<file path="config.mk">
export PLATFORM = sky130hd
export DESIGN_NAME = didactic_uart_rx
export DESIGN_NICKNAME = d
export VERILOG_FILES = /design/src/rtl/didactic_uart_rx.sv
export SDC_FILE = /design/constraint.sdc
export NUM_CORES = 1
export LEC_CHECK = 0
export CORE_UTILIZATION = 55
export CTS_CLUSTER_DIAMETER = 120
export CTS_CLUSTER_SIZE = 30
export DETAILED_ROUTE_END_ITERATION = 6
export MAX_ROUTING_LAYER = met4
export PLACE_DENSITY = 0.8
export SYNTH_ARGS = -nofsm -noshare
export SYNTH_HDL_FRONTEND = slang
export SYNTH_SLANG_ARGS = --single-unit
</file>
<file path="constraint.sdc">
create_clock -name clk_in -period 3.5 [get_ports clk_in]
set_clock_uncertainty 0.2 [all_clocks]
set_input_delay 0.35 -clock clk_in [delete_from_list [all_inputs] [get_ports clk_in]]
set_output_delay 0.35 -clock clk_in [all_outputs]
set_load 0.01 [all_outputs]
</file>
<file path="src/rtl/didactic_uart_rx.sv">
// Oversampling-free UART receiver: 2-flop synchronizer, mid-bit sampling FSM, one-byte holding register.
// Optional even-parity bit enabled by defining DIDACTIC_UART_RX_PARITY_EN (default build is 8N1).
module didactic_uart_rx #(
    parameter int unsigned CLKS_PER_BIT = 868
) (
    input  logic       clk_in,
    input  logic       reset,
    input  logic       uart_rx,
    output logic [7:0] rx_data,
    output logic       rx_valid,
    input  logic       rx_ready,
    output logic       frame_err,
    output logic       overrun,
    output logic       parity_err
);

    localparam logic [15:0] FULL_LD = 16'(CLKS_PER_BIT);
    localparam logic [15:0] HALF_LD = 16'(CLKS_PER_BIT / 2);

    typedef enum logic [2:0] {
        S_IDLE,
        S_START,
        S_DATA,
        S_PARITY,
        S_STOP,
        S_BREAK_WAIT
    } state_t;

    state_t      state_q, state_d;
    logic        sync1_q, sync2_q, prev_q;
    logic [2:0]  settle_q;
    logic [15:0] cnt_q, cnt_d;
    logic [2:0]  bit_q, bit_d;
    logic [7:0]  shift_q, shift_d;
    logic        par_bad_q, par_bad_d;
    logic [7:0]  rx_data_q, rx_data_d;
    logic        rx_valid_q, rx_valid_d;
    logic        frame_err_q, frame_err_d;
    logic        overrun_q, overrun_d;
    logic        deliver;
    logic        line;
    logic        tick;
    logic        fall;

    assign line = sync2_q;
    assign tick = (cnt_q == 16'd1);
    // The synchronizer resets to 1, so prev_q only reflects the real line once
    // three samples have passed; gating on settle_q stops a line held low
    // through reset from looking like a fresh falling edge.
    assign fall = settle_q[2] && prev_q && !sync2_q;

    always_ff @(posedge clk_in) begin
        if (reset) begin
            sync1_q  <= 1'b1;
            sync2_q  <= 1'b1;
            prev_q   <= 1'b1;
            settle_q <= '0;
        end else begin
            sync1_q  <= uart_rx;
            sync2_q  <= sync1_q;
            prev_q   <= sync2_q;
            settle_q <= {settle_q[1:0], 1'b1};
        end
    end

    always_ff @(posedge clk_in) begin
        if (reset) begin
            state_q     <= S_IDLE;
            cnt_q       <= '0;
            bit_q       <= '0;
            shift_q     <= '0;
            par_bad_q   <= 1'b0;
            rx_data_q   <= '0;
            rx_valid_q  <= 1'b0;
            frame_err_q <= 1'b0;
            overrun_q   <= 1'b0;
        end else begin
            state_q     <= state_d;
            cnt_q       <= cnt_d;
            bit_q       <= bit_d;
            shift_q     <= shift_d;
            par_bad_q   <= par_bad_d;
            rx_data_q   <= rx_data_d;
            rx_valid_q  <= rx_valid_d;
            frame_err_q <= frame_err_d;
            overrun_q   <= overrun_d;
        end
    end

`ifdef DIDACTIC_UART_RX_PARITY_EN
    logic parity_err_q, parity_err_d;

    always_ff @(posedge clk_in) begin
        if (reset) begin
            parity_err_q <= 1'b0;
        end else begin
            parity_err_q <= parity_err_d;
        end
    end

    assign parity_err = parity_err_q;
`else
    assign parity_err = 1'b0;
`endif

    always_comb begin
        state_d     = state_q;
        cnt_d       = cnt_q;
        bit_d       = bit_q;
        shift_d     = shift_q;
        par_bad_d   = par_bad_q;
        rx_data_d   = rx_data_q;
        rx_valid_d  = rx_valid_q;
        frame_err_d = 1'b0;
        overrun_d   = 1'b0;
        deliver     = 1'b0;
`ifdef DIDACTIC_UART_RX_PARITY_EN
        parity_err_d = 1'b0;
`endif

        if (rx_valid_q && rx_ready) begin
            rx_valid_d = 1'b0;
        end

        case (state_q)
            S_IDLE: begin
                if (fall) begin
                    state_d   = S_START;
                    cnt_d     = HALF_LD;
                    bit_d     = '0;
                    par_bad_d = 1'b0;
                end
            end
            S_START: begin
                if (tick) begin
                    if (!line) begin
                        state_d = S_DATA;
                        cnt_d   = FULL_LD;
                    end else begin
                        state_d = S_IDLE;
                    end
                end else begin
                    cnt_d = cnt_q - 16'd1;
                end
            end
            S_DATA: begin
                if (tick) begin
                    shift_d = {line, shift_q[7:1]};
                    cnt_d   = FULL_LD;
                    bit_d   = bit_q + 3'd1;
                    if (bit_q == 3'd7) begin
`ifdef DIDACTIC_UART_RX_PARITY_EN
                        state_d = S_PARITY;
`else
                        state_d = S_STOP;
`endif
                    end
                end else begin
                    cnt_d = cnt_q - 16'd1;
                end
            end
`ifdef DIDACTIC_UART_RX_PARITY_EN
            S_PARITY: begin
                if (tick) begin
                    if (^{shift_q, line}) begin
                        par_bad_d    = 1'b1;
                        parity_err_d = 1'b1;
                    end
                    state_d = S_STOP;
                    cnt_d   = FULL_LD;
                end else begin
                    cnt_d = cnt_q - 16'd1;
                end
            end
`endif
            S_STOP: begin
                // A frame already flagged for parity raises no second pulse here.
                if (tick) begin
                    if (line) begin
                        state_d = S_IDLE;
                        deliver = !par_bad_q;
                    end else begin
                        state_d     = S_BREAK_WAIT;
                        frame_err_d = !par_bad_q;
                    end
                end else begin
                    cnt_d = cnt_q - 16'd1;
                end
            end
            S_BREAK_WAIT: begin
                if (line) begin
                    state_d = S_IDLE;
                end
            end
            default: begin
                state_d = S_IDLE;
            end
        endcase

        if (deliver) begin
            if (rx_valid_q && !rx_ready) begin
                overrun_d = 1'b1;
            end else begin
                rx_data_d  = shift_q;
                rx_valid_d = 1'b1;
            end
        end
    end

    assign rx_data   = rx_data_q;
    assign rx_valid  = rx_valid_q;
    assign frame_err = frame_err_q;
    assign overrun   = overrun_q;

endmodule

</file>
==> flow_metrics.py, run 1 <==
metrics = {
    "die": {
        "num_rows": 22,
        "dieArea_um2": 4310,
        "fp.dieH_um": 65.6,
        "die_w_um": 65.6,
        "initial_core_util": 0.590,
        "core_um2": 3770,
        "ios": 16,
    },
    "grt": {
        "grt_pass1_wl_um": 7390,
        "grt-ovfl-total": 0,
        "grt_pass1_vias": 1597,
        "track_usage": 0.231,
        "grt_max_degree": 42,
        "antenna_found_initial": 0,
    },
    "power_and_ir_drop": {
        "p_leak_uw": 0.000914,
        "max-vdd-ir-drop_mv": 0.280,
        "power_density_nw_per_um2": 411,
    },
    "yosys": {
        "synth.top_cell.area_share": 0.423,
        "synth_area_leaders": "dfxtp_1 42%, a21oi_1 5.4%, nand2_1 4.2%",
        "synth_edf_count": 0,
        "synthFlopType": "dfxtp_1",
        "yosys_warnings": 0,
        "yosysMostFrequentCell": "dfxtp_1",
        "syn_nets": 259,
        "synth_common_cells": "47 x dfxtp_1, 25 x nand2_1, 24 x a21oi_1",
        "syn_area_um2": 2230,
        "ys_types": 54,
        "yosysTopAreaCell": "dfxtp_1",
        "post_synth.cell_area_avg_um2": 8.87,
        "ys_seq_area_frac": 0.423,
        "ys_ff_latch": 47,
        "netlist_instances": 251,
        "async_reset_ff_frac": 0,
    },
    "sta": {
        "fin_crit_sh": 0.774,
        "tns_ns": 0,
        "relSlewSlack": 0.426,
        "finalSetupViolCount": 0,
        "fmax_ghz": 0.369,
        "slew_violations": 0,
        "tightest_slew_ns": 0.853,
        "whs_ns": 0.220,
        "min_period_ns": 2.71,
        "finalHoldViolCount": 0,
        "rsz0062_at_grt": "no",
        "finalWorstSetupSlack_ns": 0.791,
    },
    "clock_network": {
        "path_clk_slew_ns": 0.09,
        "numCtsBuffers": 5,
        "cts_tree": "yes",
        "worst_skew_pair.late_latency_ns": 0.30,
        "clock-root-buffer": "clkbuf_8",
        "post_cts_buffers": 0,
        "clkSinkCount": 47,
        "htreeDepth": 2,
        "cts_hold_buf": 0,
        "cts_resized": 0,
        "clockBufferDepth": 2,
    },
    "route": {
        "drt-wirelength-per-cell_um": 14.4,
        "drtAntennaViolNets": 0,
        "drc": 0,
        "dr.pass1.iters": 4,
        "finalWirelength_um": 4380,
        "viasPerCell": 5.93,
        "vias": 1809,
        "drtIter0Drc": 177,
    },
    "finish": {
        "final_cells": 305,
        "fillers": 323,
        "area_growth_pct": 9.05,
        "final_layout_size_suffix_gt1_frac": 0.0973,
        "design_area_um2": 2430,
        "finish.net_count": 265,
        "num_antenna_cells": 0,
    },
    "critical_path": {
        "crit_family": "simple AND/OR/NAND/NOR gates",
        "cp-start-kind": "flop",
        "worstPathArrival_ns": 2.71,
        "cp.required_ns": 3.50,
        "slowest_delay_ns": 0.59,
        "rr_startpoint": "cnt_q[1]",
        "end_kind": "flop",
        "path_class": "reg -> reg",
        "crit_start": "cnt_q[1]",
        "crit_buf_inv": 1,
        "critical_path.max_fanout": 13,
        "cp_cell_sequence": "inv_1, ha_1, nor4b_1, and4_1, nand3_1, and3_1, o21a_1",
        "critPathSlowestCell": "and4_1",
    },
    "min_path": {
        "hold_path_class": "reg -> reg",
        "worstHoldStart": "sync1_q",
    },
    "place": {
        "io_buffers": 14,
        "finalWeightedCongestion": 0.852,
        "postPlaceCellArea_um2": 2340,
        "placed_cells": 298,
        "dpl_worst_slack_ns": 0.852,
        "dp_hpwl_um": 2970,
    },
    "job": {
        "drv_cap": 0,
    },
    "status": {
        "run_status": "finished, final reports clean",
    },
}
placed cells by master, fill, tap and decap left out, types with 2 or more instances in the layout:
cell	instances
a211oi_1	6
a21o_1	5
a21oi_1	24
a22o_1	2
a31oi_1	4
and3_1	3
buf_4	2
clkbuf_8	5
clkdlybuf4s50_1	14
dfxtp_1	47
ha_1	4
inv_1	5
mux2i_1	8
nand2_1	25
nand2b_1	4
nand3_1	5
nand3b_1	4
nand4_1	2
nor2_1	22
nor2b_1	3
nor3_1	11
nor3b_1	2
nor4_1	2
o21a_1	5
o21ai_0	7
o22ai_1	4
or2_2	4
kinds of logic (layout without fill, tap and decap cells):
family | Yosys count | in the layout | share of synthesized area
other | 1 | 1 | 0.00168
AO/OA/AOI/OAI | 70 | 70 | 0.215
AND/OR/NAND/NOR | 96 | 96 | 0.237
XOR/XNOR | 1 | 1 | 0.00394
adder cells (fa/ha/maj) | 5 | 5 | 0.0270
multiplexers | 9 | 9 | 0.0410
flip-flops | 47 | 47 | 0.423
buffers and inverters | 22 | 28 | 0.0517
worst paths after layout:
kind	to	slack, ns	cells past startpoint
min reg2reg	line	0.22	1
min	line	0.22	1
max	bit_q[0]	0.79	7
max reg2reg	bit_q[0]	0.79	7
layer usage:
metal	vias up	routed length, um	track usage
li1	909	-	-
met1	830	2110	0.322
met2	62	1930	0.314
met3	8	280	0.0573
met4	0	61	0.0978
met5	-	0	-
power breakdown:
| group | leakage, uW | total, uW | switching, uW | internal (uW) |
|---|---|---|---|---|
| registers | 0.000381 | 575 | 20.8 | 554 |
| clock network | 0.0000440 | 314 | 178 | 137 |
| logic | 0.000489 | 108 | 64.5 | 43.7 |
sequential cells by signal, indices dropped and copies added (netlist names):
register,flops
frame_err,1
cnt_q,16
state_q,3
line,1
shift_q,8
sync1_q,1
settle_q,3
rx_valid,1
prev_q,1
bit_q,3
rx_data,8
overrun,1
layout make-up:
type	instances	area, um^2	area share
Multi-Input combinational cell	182	1170	0.482
Sequential cell	47	941	0.388
Timing Repair Buffer	16	155	0.0639
Clock buffer	5	68.8	0.0284
Tap cell	48	60.1	0.0247
Inverter	5	18.8	0.00773
Clock inverter	2	13.8	0.00567
worst reg2reg max path, cell delays in order, from the launching register on:
cell and delay [ns]:
dfxtp_1 0.33, inv_1 0.11, ha_1 0.16, nor4b_1 0.30, and4_1 0.59, nand3_1 0.44, and3_1 0.31, o21a_1 0.17
metrics by stage:
stage          utilization  power [uW]
4_1_cts              0.644        1000
2_1_floorplan            -         668
6_report             0.644         997
3_3_place_gp         0.622         692
3_5_place_dp         0.622         694
5_1_grt              0.644        1050
Power figures use the tool's default switching activity.
==> inputs of run 2 (changes only) <==
--- a/config.mk
+++ b/config.mk
@@ -5,7 +5,7 @@
 export SDC_FILE = /design/constraint.sdc
 export NUM_CORES = 1
 export LEC_CHECK = 0
-export CORE_UTILIZATION = 55
+export CORE_UTILIZATION = 52
 export CTS_CLUSTER_DIAMETER = 120
 export CTS_CLUSTER_SIZE = 30
 export DETAILED_ROUTE_END_ITERATION = 6
==> constraint.sdc (replaced) <==
create_clock -name clk_in -period 2.4 [get_ports clk_in]
set_clock_uncertainty 0.2 [all_clocks]
set_input_delay 0.24 -clock clk_in [delete_from_list [all_inputs] [get_ports clk_in]]
set_output_delay 0.24 -clock clk_in [all_outputs]
set_load 0.01 [all_outputs]
==> flow_metrics.py, run 2 (synthesis gave the netlist of run 1 again) <==
metrics = {
    "status": {
        "run_status": "finished, final reports clean",
    },
    "die": {
        "initial_core_util": 0.549,
        "num_rows": 23,
        "die_w_um": 67.4,
        "dieArea_um2": 4550,
        "fp.dieH_um": 67.4,
        "ios": 16,
        "core_um2": 4060,
    },
    "critical_path": {
        "end_kind": "flop",
        "crit_buf_inv": 2,
        "critPathSlowestCell": "and4_2",
        "path_class": "reg -> reg",
        "cp_cell_sequence": "inv_1, ha_1, nor4b_1, and4_2, buf_4, nor3_4, and2_1, a221o_1",
        "critical_path.max_fanout": 6,
        "rr_startpoint": "cnt_q[1]",
        "reg2reg_to": "cnt_q[14]",
        "worstPathArrival_ns": 2.21,
        "crit_family": "simple AND/OR/NAND/NOR gates",
        "path_depth": 8,
        "cp.required_ns": 2.39,
        "slowest_delay_ns": 0.35,
        "cp-start-kind": "flop",
        "ff2ff_setup_slack_ns": 0.18,
        "reg2reg_depth": 8,
    },
    "clock_network": {
        "clkSinkCount": 47,
        "clockBufferDepth": 2,
        "clock-root-buffer": "clkbuf_8",
        "cts_tree": "yes",
        "worst_skew_pair.late_latency_ns": 0.30,
        "path_clk_slew_ns": 0.09,
        "htreeDepth": 2,
        "post_cts_buffers": 0,
        "numCtsBuffers": 5,
    },
    "grt": {
        "grt_pass1_wl_um": 7290,
        "grt-ovfl-total": 0,
        "grt_max_degree": 42,
        "antenna_found_initial": 0,
        "track_usage": 0.220,
        "grt_pass1_vias": 1627,
    },
    "route": {
        "finalWirelength_um": 4520,
        "dr.pass1.iters": 5,
        "vias": 1880,
        "drt-wirelength-per-cell_um": 14.0,
        "drtAntennaViolNets": 0,
        "viasPerCell": 5.84,
        "drtIter0Drc": 193,
        "drc": 0,
    },
    "power_and_ir_drop": {
        "p_leak_uw": 0.000988,
        "total_power_uw": 1510,
        "max-vdd-ir-drop_mv": 0.357,
        "power_density_nw_per_um2": 591,
    },
    "min_path": {
        "worstHoldStart": "sync1_q",
        "whs_path_depth": 1,
        "hold_path_class": "reg -> reg",
        "holdPathEnd": "line",
    },
    "finish": {
        "fillers": 349,
        "final_layout_size_suffix_gt1_frac": 0.154,
        "finish.net_count": 279,
        "num_antenna_cells": 0,
        "largest-register": "cnt_q",
        "layout_common_cells": "47 x dfxtp_1, 25 x nand2_1, 24 x a21oi_1",
        "final_common_cell": "dfxtp_1",
        "area_growth_pct": 14.6,
        "largest_reg_flops": 16,
    },
    "job": {
        "drv_cap": 0,
    },
    "sta": {
        "min_period_ns": 2.22,
        "rsz0062_at_grt": "no",
        "finalSetupViolCount": 0,
        "tns_ns": 0,
        "relSlewSlack": 0.615,
        "fmax_ghz": 0.451,
        "slew_violations": 0,
        "tightest_slew_ns": 0.573,
        "finalHoldViolCount": 0,
        "fin_crit_sh": 0.924,
    },
    "place": {
        "io_buffers": 14,
        "finalWeightedCongestion": 0.883,
        "dp_hpwl_um": 3150,
    },
}
## run 2: per-layer routing
metal,share of wire,GRT usage,vias up
met5,0,-,-
met2,0.47,0.346,59
met4,0.023,0.0771,0
met3,0.051,0.0608,12
met1,0.45,0.269,869
li1,-,-,940
## run 2: layout make-up
cell class,instances,area (um^2),area share
clock buffers,6,82.6,0.0324
clock inverters,2,13.8,0.00539
inverters,5,18.8,0.00736
multi-input cells,182,1170,0.460
flip-flops and latches,47,941,0.369
well taps,50,62.6,0.0245
repair buffers,30,260,0.102
## run 2: worst register-to-register path, stage by stage (launching register included)
cell	delay (ns)
dfxtp_1	0.33
inv_1	0.08
ha_1	0.13
nor4b_1	0.30
and4_2	0.35
buf_4	0.18
nor3_4	0.06
and2_1	0.17
a221o_1	0.30
## run 2: worst max path at each step
stage / end / slack, ns / startpoint
2_1_floorplan: cnt_q[14] / 0.42 / cnt_q[1]
3_3_place_gp: cnt_q[14] / 0.22 / cnt_q[0]
3_5_place_dp: shift_q[4] / 0.18 / cnt_q[1]
4_1_cts: shift_q[0] / 0.15 / cnt_q[1]
5_1_grt: cnt_q[14] / 0.04 / cnt_q[1]
6_report: cnt_q[14] / 0.18 / cnt_q[1]
## run 2: where the power goes
group	internal [uW]	switching, uW
Sequential	808	29.3
Combinational	71.6	98.6
Clock	236	266
Total	1120	394
## run 2: what timing repair did
| action | in CTS | in global routing |
|---|---|---|
| endpoints found under the setup margin | 0 | 10 |
| hold buffers | 0 | 0 |
| resized for setup | 0 | 2 |
## run 2: through the flow
step / std cells / instance area [um^2] / worst slack, ns / hold slack, ns / util
finish: 322 / 2550 / 0.181 / 0.218 / 0.629
detailed placement: 314 / 2450 / 0.184 / 0.198 / 0.604
floorplan: 251 / 2230 / 0.415 / 0.144 / -
global route: 322 / 2550 / 0.0429 / 0.235 / 0.629
CTS: 322 / 2550 / 0.154 / 0.220 / 0.628
global placement: 314 / 2450 / 0.217 / 0.198 / 0.604
==> inputs of run 3 (changes only) <==
--- a/config.mk
+++ b/config.mk
@@ -6,7 +6,6 @@
 export NUM_CORES = 1
 export LEC_CHECK = 0
 export CORE_UTILIZATION = 52
-export CTS_CLUSTER_DIAMETER = 120
 export CTS_CLUSTER_SIZE = 30
 export DETAILED_ROUTE_END_ITERATION = 6
 export MAX_ROUTING_LAYER = met4
==> results of run 3 <==
The final DEF is identical to that of run 2; final timing and power are the same.
